[config.mk]
export PLATFORM = sky130hd
export DESIGN_NAME = mem_ctrl
export DESIGN_NICKNAME = d
export VERILOG_FILES = /design/src/rtl/mem_ctrl.sv
export SDC_FILE = /design/constraint.sdc
export NUM_CORES = 1
export LEC_CHECK = 0
export BUFFER_PORTS_ARGS = -buffer_cell sky130_fd_sc_hd__buf_2
export CORE_MARGIN = 10
export CORE_UTILIZATION = 45
export CTS_CLUSTER_SIZE = 8
export DETAILED_ROUTE_END_ITERATION = 8
export PLACE_DENSITY = 0.69
export RECOVER_POWER = 100
export REMOVE_ABC_BUFFERS = 1
export SETUP_SLACK_MARGIN = 0.1
export SYNTH_ARGS = -nofsm -noshare
export SYNTH_HDL_FRONTEND = slang
export SYNTH_SLANG_ARGS = --single-unit
[constraint.sdc]
create_clock -name clk_in -period 5.85 [get_ports clk_in]
set_clock_uncertainty 0.05 [all_clocks]
set_input_delay 0.2925 -clock clk_in [delete_from_list [all_inputs] [get_ports clk_in]]
set_output_delay 0.2925 -clock clk_in [all_outputs]
set_load 0.02 [all_outputs]
[src/rtl/mem_ctrl.sv]
// mem_ctrl: responder for ram_bus loads and committed stores, serialised onto a byte-wide RAM.
//
// The RAM has a one-cycle read latency: the address driven after edge j is returned on
// mem_din_in and captured at edge j+1. Multi-byte accesses are little endian, byte i at A+i.
//
// Access type encoding (ram_bus_inst_type_in / st_inst_type_in):
//   [1:0] size: 0 = byte, 1 = half, 2 = word
//   [2]   1 = zero-extend (LBU/LHU); ignored for stores
//
// Ports
//   clk_in, rst_in          clock, synchronous active-high reset
//   rdy_in                  global enable; low freezes all state and outputs
//   rob_flush_in            mispredict flush; aborts an in-flight load only
//   ram_bus_*_in            load request (valid, address, ROB tag, type)
//   ram_bus_rdy_out         load request may be accepted (combinational)
//   ram_bus_data_en_out     one-cycle load result strobe with data and ROB tag
//   st_*_in                 committed store request (valid, address, data, type)
//   st_done_out             one-cycle store completion strobe
//   mem_din_in              RAM read byte
//   mem_dout_out            RAM write byte
//   mem_a_out, mem_wr_out   RAM byte address and write enable
module mem_ctrl #(
    parameter int unsigned DATA_WIDTH = 32,
    parameter int unsigned ADDR_WIDTH = 32,
    parameter int unsigned ROB_W      = 4,
    parameter int unsigned TYPE_W     = 3
) (
    input  logic                  clk_in,
    input  logic                  rst_in,
    input  logic                  rdy_in,
    input  logic                  rob_flush_in,

    input  logic                  ram_bus_en_in,
    input  logic [ADDR_WIDTH-1:0] ram_bus_A_in,
    input  logic [ROB_W-1:0]      ram_bus_dest_in,
    input  logic [TYPE_W-1:0]     ram_bus_inst_type_in,
    output logic                  ram_bus_rdy_out,
    output logic                  ram_bus_data_en_out,
    output logic [DATA_WIDTH-1:0] ram_bus_data_out,
    output logic [ROB_W-1:0]      ram_bus_dest_out,

    input  logic                  st_en_in,
    input  logic [ADDR_WIDTH-1:0] st_A_in,
    input  logic [DATA_WIDTH-1:0] st_data_in,
    input  logic [TYPE_W-1:0]     st_inst_type_in,
    output logic                  st_done_out,

    input  logic [7:0]            mem_din_in,
    output logic [7:0]            mem_dout_out,
    output logic [ADDR_WIDTH-1:0] mem_a_out,
    output logic                  mem_wr_out
);

    typedef enum logic [1:0] {StIdle, StLoad, StStore} state_e;

    state_e                state_q;
    logic [2:0]            cnt_q;       // LOAD: bytes captured; STORE: bytes issued
    logic [TYPE_W-1:0]     ld_type_q;
    logic [ROB_W-1:0]      ld_dest_q;
    logic [DATA_WIDTH-1:0] ld_buf_q;
    logic [1:0]            st_size_q;
    logic [DATA_WIDTH-1:0] st_data_q;

    logic [2:0]            ld_n;
    logic [2:0]            st_n;
    logic [DATA_WIDTH-1:0] ld_word;
    logic [DATA_WIDTH-1:0] ld_result;
    logic                  ld_accept;
    logic                  unused_st_type;

    function automatic logic [2:0] size_bytes(input logic [1:0] size);
        case (size)
            2'd0:    size_bytes = 3'd1;
            2'd1:    size_bytes = 3'd2;
            default: size_bytes = 3'd4;
        endcase
    endfunction

    function automatic logic [DATA_WIDTH-1:0] extend(input logic [DATA_WIDTH-1:0] w,
                                                     input logic [TYPE_W-1:0]     t);
        logic sgn;
        sgn = ~t[2];
        case (t[1:0])
            2'd0:    extend = {{(DATA_WIDTH-8){sgn & w[7]}}, w[7:0]};
            2'd1:    extend = {{(DATA_WIDTH-16){sgn & w[15]}}, w[15:0]};
            default: extend = w;
        endcase
    endfunction

    // Stores carry no signedness.
    assign unused_st_type = ^st_inst_type_in[TYPE_W-1:2];

    assign ld_n = size_bytes(ld_type_q[1:0]);
    assign st_n = size_bytes(st_size_q);

    // Final load word includes the byte arriving this cycle, so the result can be
    // registered on the same edge that captures the last byte.
    always_comb begin
        ld_word = ld_buf_q;
        ld_word[8*cnt_q[1:0] +: 8] = mem_din_in;
    end

    assign ld_result = extend(ld_word, ld_type_q);

    assign ram_bus_rdy_out = (state_q == StIdle) && !st_en_in && !rst_in;
    assign ld_accept       = ram_bus_rdy_out && ram_bus_en_in && !rob_flush_in;

    always_ff @(posedge clk_in) begin
        if (rst_in) begin
            state_q             <= StIdle;
            cnt_q               <= 3'd0;
            ld_type_q           <= '0;
            ld_dest_q           <= '0;
            ld_buf_q            <= '0;
            st_size_q           <= 2'd0;
            st_data_q           <= '0;
            ram_bus_data_en_out <= 1'b0;
            ram_bus_data_out    <= '0;
            ram_bus_dest_out    <= '0;
            st_done_out         <= 1'b0;
            mem_dout_out        <= 8'd0;
            mem_a_out           <= '0;
            mem_wr_out          <= 1'b0;
        end else if (rdy_in) begin
            ram_bus_data_en_out <= 1'b0;
            st_done_out         <= 1'b0;
            unique case (state_q)
                StIdle: begin
                    if (st_en_in) begin
                        // Byte 0 goes out immediately; the rest follow one per cycle.
                        state_q      <= StStore;
                        st_size_q    <= st_inst_type_in[1:0];
                        st_data_q    <= st_data_in;
                        mem_wr_out   <= 1'b1;
                        mem_a_out    <= st_A_in;
                        mem_dout_out <= st_data_in[7:0];
                        cnt_q        <= 3'd1;
                    end else if (ld_accept) begin
                        state_q    <= StLoad;
                        ld_type_q  <= ram_bus_inst_type_in;
                        ld_dest_q  <= ram_bus_dest_in;
                        mem_wr_out <= 1'b0;
                        mem_a_out  <= ram_bus_A_in;
                        cnt_q      <= 3'd0;
                    end
                end
                StLoad: begin
                    if (rob_flush_in) begin
                        state_q <= StIdle;
                        cnt_q   <= 3'd0;
                    end else begin
                        ld_buf_q[8*cnt_q[1:0] +: 8] <= mem_din_in;
                        if (cnt_q == ld_n - 3'd1) begin
                            state_q             <= StIdle;
                            cnt_q               <= 3'd0;
                            ram_bus_data_en_out <= 1'b1;
                            ram_bus_data_out    <= ld_result;
                            ram_bus_dest_out    <= ld_dest_q;
                        end else begin
                            mem_a_out <= mem_a_out + ADDR_WIDTH'(1);
                            cnt_q     <= cnt_q + 3'd1;
                        end
                    end
                end
                StStore: begin
                    // Flush is deliberately ignored: committed stores always finish.
                    if (cnt_q == st_n) begin
                        state_q     <= StIdle;
                        cnt_q       <= 3'd0;
                        mem_wr_out  <= 1'b0;
                        st_done_out <= 1'b1;
                    end else begin
                        mem_a_out    <= mem_a_out + ADDR_WIDTH'(1);
                        mem_dout_out <= st_data_q[8*cnt_q[1:0] +: 8];
                        cnt_q        <= cnt_q + 3'd1;
                    end
                end
                default: state_q <= StIdle;
            endcase
        end
    end

endmodule
Word level (Yosys, flattened, before mapping)
Index checks and enable logic that the tools add are counted.
{"block": "totals", "reg_bits": 157, "latchBits": 0, "inputBits": 120, "ramBits": 0, "wordCells": 94, "romBits": 0, "n_memories": 0, "output_inout_bits": 80}
{"block": "classes", "n_reduce_logical": 21, "mux": 34, "div": 0, "n_shift": 3, "order_cmp": 0, "n_bitwise": 5, "eq_ne": 13, "addsub": 4, "multipliers": 0}
{"operator": "$mux 32", "count": 5}
{"operator": "$pmux 32 s3", "count": 1}
{"operator": "$pmux 32 s2", "count": 1}
{"operator": "$neg 5->34", "count": 1}
{"operator": "$shift 8x34->32 const A", "count": 1}
{"operator": "$shiftx 8x34->32", "count": 1}
{"operator": "$add 32x1->32 const B", "count": 1}
{"operator": "$bwmux 32", "count": 1}
{"operator": "$shiftx 32x6->8", "count": 1}
{"operator": "$reduce_and 4->1", "count": 5}
{"operator": "$mux 8", "count": 2}
{"operator": "$pmux 8 s2", "count": 1}
{"operator": "$mux 3", "count": 5}
{"operator": "$pmux 3 s2", "count": 2}
{"operator": "$mux 2", "count": 5}
{"operator": "$ne 2x2->1 const B", "count": 5}
{"operator": "$pmux 3 s3", "count": 1}
{"operator": "$reduce_and 3->1", "count": 3}
{"operator": "$mux 1", "count": 8}
{"operator": "$eq 2x1->1 const B", "count": 3}
{"operator": "$eq 3x3->1", "count": 2}
{"operator": "$logic_not 2->1", "count": 3}
{"operator": "$ne 3x3->1 const B", "count": 2}
{"operator": "$pmux 2 s3", "count": 1}
{"operator": "11 further kinds", "count": 19}

Depth between registers and ports, before layout
{"block": "depth", "ltp_word": 8, "depth_mapped": 11, "mapped_depth_nobuf": 7}

Worst setup path after synthesis
No wires, ideal clock.
{"block": "synth_timing", "kind": "reg-to-reg", "startpoint": "register cnt_q[0]", "endpoint": "register ram_bus_data_out[25]", "path_buffers": 2, "period_less_slack_ps": 2526, "required_ps": 5730, "setup_time_ps": 70, "slack_ps": 3324, "t_arrival_ps": 2406, "stages_incl_launch_ff": 10, "cell_sequence": "dfxtp_1 > buf_6 > buf_2 > inv_1 > ha_1 > nor4bb_1 > nor2b_1 > a22o_1 > nand2_1 > a21oi_1"}
{"block": "synth_via", "elab_chain_len": 5, "elab_cells_between_ends": 9, "cone_classes": "add/sub (1); eq/ne (1); shift (2); mux (2); bitwise (2); reduce/logical (1)"}
{"item": "from (decl)", "line_no": "57", "rtl": "logic [2:0] cnt_q;"}
{"item": "from (signal assigned)", "line_no": "161", "rtl": "cnt_q <= cnt_q + 3'd1;"}
{"item": "from (signal assigned)", "line_no": "175", "rtl": "cnt_q <= cnt_q + 3'd1;"}
{"item": "$neg 5->34", "line_no": "100", "rtl": "ld_word[8*cnt_q[1:0] +: 8] = mem_din_in;"}
{"item": "$shiftx 8x34->32 or $shift 8x34->32 (tied branches)", "line_no": "100"}
{"item": "$bwmux 32", "line_no": "100"}
{"item": "$and 1x1->1, on equally long branches", "line_no": "85, 84"}
{"item": "$pmux 32 s2", "line_no": "83", "rtl": "case (t[1:0])"}
{"item": "to (signal assigned)", "line_no": "157", "rtl": "ram_bus_data_out <= ld_result;"}
{"item": "to (decl)", "line_no": "39", "rtl": "output logic [DATA_WIDTH-1:0] ram_bus_data_out,"}
Parallel ways exist; a longest one is shown, timed or not.
A chain may end at the register's enable or synchronous reset.

Worst setup path after layout
{"block": "layout_timing", "startpoint": "register ld_type_q[1]", "endpoint": "register mem_a_out[13]"}
{"block": "layout_via", "elab_chain_len": 6, "elab_cells_between_ends": 7, "cone_classes": "add/sub (1); eq/ne (3); mux (1); reduce/logical (2)"}
{"item": "from (decl)", "line_no": "58", "rtl": "logic [TYPE_W-1:0] ld_type_q;"}
{"item": "from (signal assigned)", "line_no": "140", "rtl": "ld_type_q <= ram_bus_inst_type_in;"}
{"item": "$eq 2x1->1 or $logic_not 2->1 (tied branches)", "line_no": "72", "rtl": "case (size)"}
{"item": "$pmux 3 s2 (*)", "line_no": "72"}
{"item": "$sub 3x1->3 (*)", "line_no": "153", "rtl": "if (cnt_q == ld_n - 3'd1) begin"}
{"item": "$eq 3x3->1 (*)", "line_no": "153"}
{"item": "$ne 2x2->1 (no source line) (*)"}
{"item": "$reduce_and 6->1 (no source line) (*)"}
{"item": "to (signal assigned)", "line_no": "143", "rtl": "mem_a_out <= ram_bus_A_in;"}
{"item": "to (signal assigned)", "line_no": "160", "rtl": "mem_a_out <= mem_a_out + ADDR_WIDTH'(1);"}
{"item": "to (signal assigned)", "line_no": "173", "rtl": "mem_a_out <= mem_a_out + ADDR_WIDTH'(1);"}
{"item": "to (decl)", "line_no": "50", "rtl": "output logic [ADDR_WIDTH-1:0] mem_a_out,"}
Mark *: on every way between the ends. The rest lies on a longest branch, timed or not.

==> reports/metrics.yaml <==
status:
  status: "complete, but fails checks"
  violations: "max-capacitance violations, max-slew violations"
worst_setup_path:
  arrival_ps: 4780
  required_ps: 6110
  critPathTopFamily: "compound AO/OA/AOI/OAI gates"
  cp.depth: 8
  end_kind: "register"
  path_buf_inv: 1
  crit_type: "register to register"
  path_cells: "nand2b_1 -> ha_1 -> xor3_1 -> a211oi_1 -> clkbuf_1 -> o21ai_0 -> nand2_1 -> o32ai_1"
  max_stage_delay_ps: 990
  path_max_fanout: 23
  slowest_stage: "o21ai_0"
  startpoint_type: "register"
  rr_worst_depth: 8
run:
  max-cap-violations: 5
clock_network:
  clk_latency_ps: 420
  clockRootBuffer: "clkbuf_16"
  cts_max_level: 4
  post_cts_buffers: 0
  clkTransAtPathRegs_ps: 60
  clock_sinks: 157
  clockBufferDepth: 2
  ctsHoldBuffers: 0
  cts_resized: 0
  tritoncts: "built"
  cts_buffers: 17
synth:
  synth.top_cells.by_area: "dfxtp_1 (39%), nand2_1 (7.1%), a21oi_1 (6.1%)"
  syn_inst: 977
  synth_seq_cells: 157
  ys_warn_count: 0
  synth_edf_count: 0
  yosysSeqAreaShare_pct: 39.4
  ys.flop_type: "dfxtp_1"
  syn_area_um2: 7970
  synth_top_area_share_pct: 39.4
  async_flop_share_pct: 0
  synth.largest_area_cell: "dfxtp_1"
  avgSynthCellArea_um2: 8.16
  synth.distinct_cells: 64
floorplan:
  die_w_um: 153
  io_pins: 200
  core_area_um2: 17400
  die_area_um2: 23400
  num_rows: 48
  start_util_pct: 45.9
  die_h_um: 153
drt:
  drt_iter0_markers: 413
  routed_via_density: 5.68
  detail-route-antenna-nets: 0
  dr.pass1.iters: 5
  vias: 7784
  routed_wirelength_um: 24400
  wl_per_cell_um: 17.8
  drc_errors: 0
final_layout:
  drive_gt1_share_pct: 15.8
  num_antenna_cells: 0
  syn_to_final_growth_pct: 19.5
  fill_cells: 1740
  final_net_count: 1266
grt:
  grt.total_usage_pct: 19.8
  grt-ovfl-total: 0
  grt_pass1_wl_um: 39200
  grt_pass1_vias: 7460
  grt_start_max_net_pins: 64
  antenna_found_initial: 0
timing:
  fin_crit_ps: 4520
  hold_viol_final: 0
  fin_hold_ws_ps: 58.7
  slew_violations: 211
  fin_crit_sh_pct: 77.2
  finalSetupTns_ps: 0
  setup_violations: 0
  maxSlewHeadroom_pct: -99.7
  worst_pin_slew_ps: 3000
  fmax_ghz: 0.221
  rsz0062_at_grt: "false"
worst_hold_path:
  hold_depth: 3
  min_path_type: "input port to register"
power_and_ir_drop:
  p_per_area_nw_per_um2: 283
  leakage_uw: 0.00354
  peakVddDrop_v: 0.000210
placement:
  io_buffers: 198
  place_congestion: 0.817
  dpl.hpwl_um: 16800
==> cells in the final DEF, fill, tap and decap left out, drive strengths merged, types with 4 or more instances in the layout <==
| cell | count |
|---|---|
| a211oi | 33 |
| a21oi | 97 |
| a221oi | 7 |
| a22o | 16 |
| a22oi | 9 |
| a31oi | 13 |
| a41oi | 11 |
| and2 | 7 |
| and3 | 7 |
| buf | 127 |
| bufinv | 4 |
| clkbuf | 105 |
| clkinv | 6 |
| dfxtp | 157 |
| ha | 13 |
| inv | 37 |
| mux2 | 5 |
| mux2i | 34 |
| mux4 | 8 |
| nand2 | 150 |
| nand2b | 6 |
| nand3 | 25 |
| nand4 | 8 |
| nor2 | 85 |
| nor2b | 8 |
| nor3 | 10 |
| nor4 | 9 |
| o21ai | 60 |
| o311ai | 13 |
| o31a | 4 |
| o31ai | 19 |
| o32ai | 12 |
| or3 | 4 |
==> layout make-up <==
type	instances	area [um^2]	area share [%]
inverters	37	139	1.46
flip-flops and latches	157	3140	33.0
clock buffers	21	470	4.94
repair buffers	211	973	10.2
multi-input cells	709	4340	45.6
clock inverters	11	180	1.89
well taps	225	282	2.95
==> through the flow <==
step	instances	power (uW)	instance area (um^2)	util [%]	setup slack [ps]
3_3_place_gp	1339	1510	9030	52.0	1530
3_5_place_dp	1339	1510	9030	52.0	1500
5_1_grt	1371	2800	9530	54.9	981
2_1_floorplan	903	1350	7650	-	2160
4_1_cts	1371	2720	9680	55.8	1490
6_report	1371	2690	9530	54.9	1330
==> path summary, 6_finish.rpt <==
path / startpoint / slack, ps / to
min: st_data_in[26] / 60 / st_data_q[26]
min reg2reg: st_data_q[16] / 400 / st_data_q[16]
max: ld_type_q[1] / 1330 / mem_a_out[13]
max reg2reg: ld_type_q[1] / 1330 / mem_a_out[13]
==> per-layer routing <==
metal / track usage, % / wire length (um)
met5: 0 / 0
met3: 4.26 / 1330
met1: 26.0 / 11200
met4: 4.31 / 187
met2: 32.5 / 11600
==> worst min-delay path: stages <==
cell     delay, ps
buf_2           90
nand2_1         40
a21oi_1         50
==> synth_stat cells, types with 15 or more instances <==
cell type,count
nor2_1,85
a21oi_1,97
buf_2,15
a22o_1,16
clkbuf_1,48
o31ai_1,19
mux2i_1,34
dfxtp_1,157
nand3_1,24
a211oi_1,33
inv_1,34
nand2_1,150
o21ai_0,60
==> sequential cells by signal, summed over array words and instances (netlist names), 2 cells and up <==
name	flops
state_q	2
st_size_q	2
mem_dout_out	8
ld_type_q	3
mem_a_out	32
st_data_q	32
ram_bus_data_out	32
ram_bus_dest_out	4
cnt_q	3
ld_buf_q	32
ld_dest_q	4
==> kinds of logic after synthesis <==
family	synth area share, %
compound gates	25.9
xor+xnor	0.424
fa+ha+maj	2.04
buf+inv	5.79
flops	39.4
mux	7.23
simple gates	19.2
==> report_power, final <==
part	internal, uW	total [uW]	switching [uW]
Sequential	1110	1140	36.5
Clock	756	1210	458
Combinational	124	337	213
(Power assumes the default switching activity.)
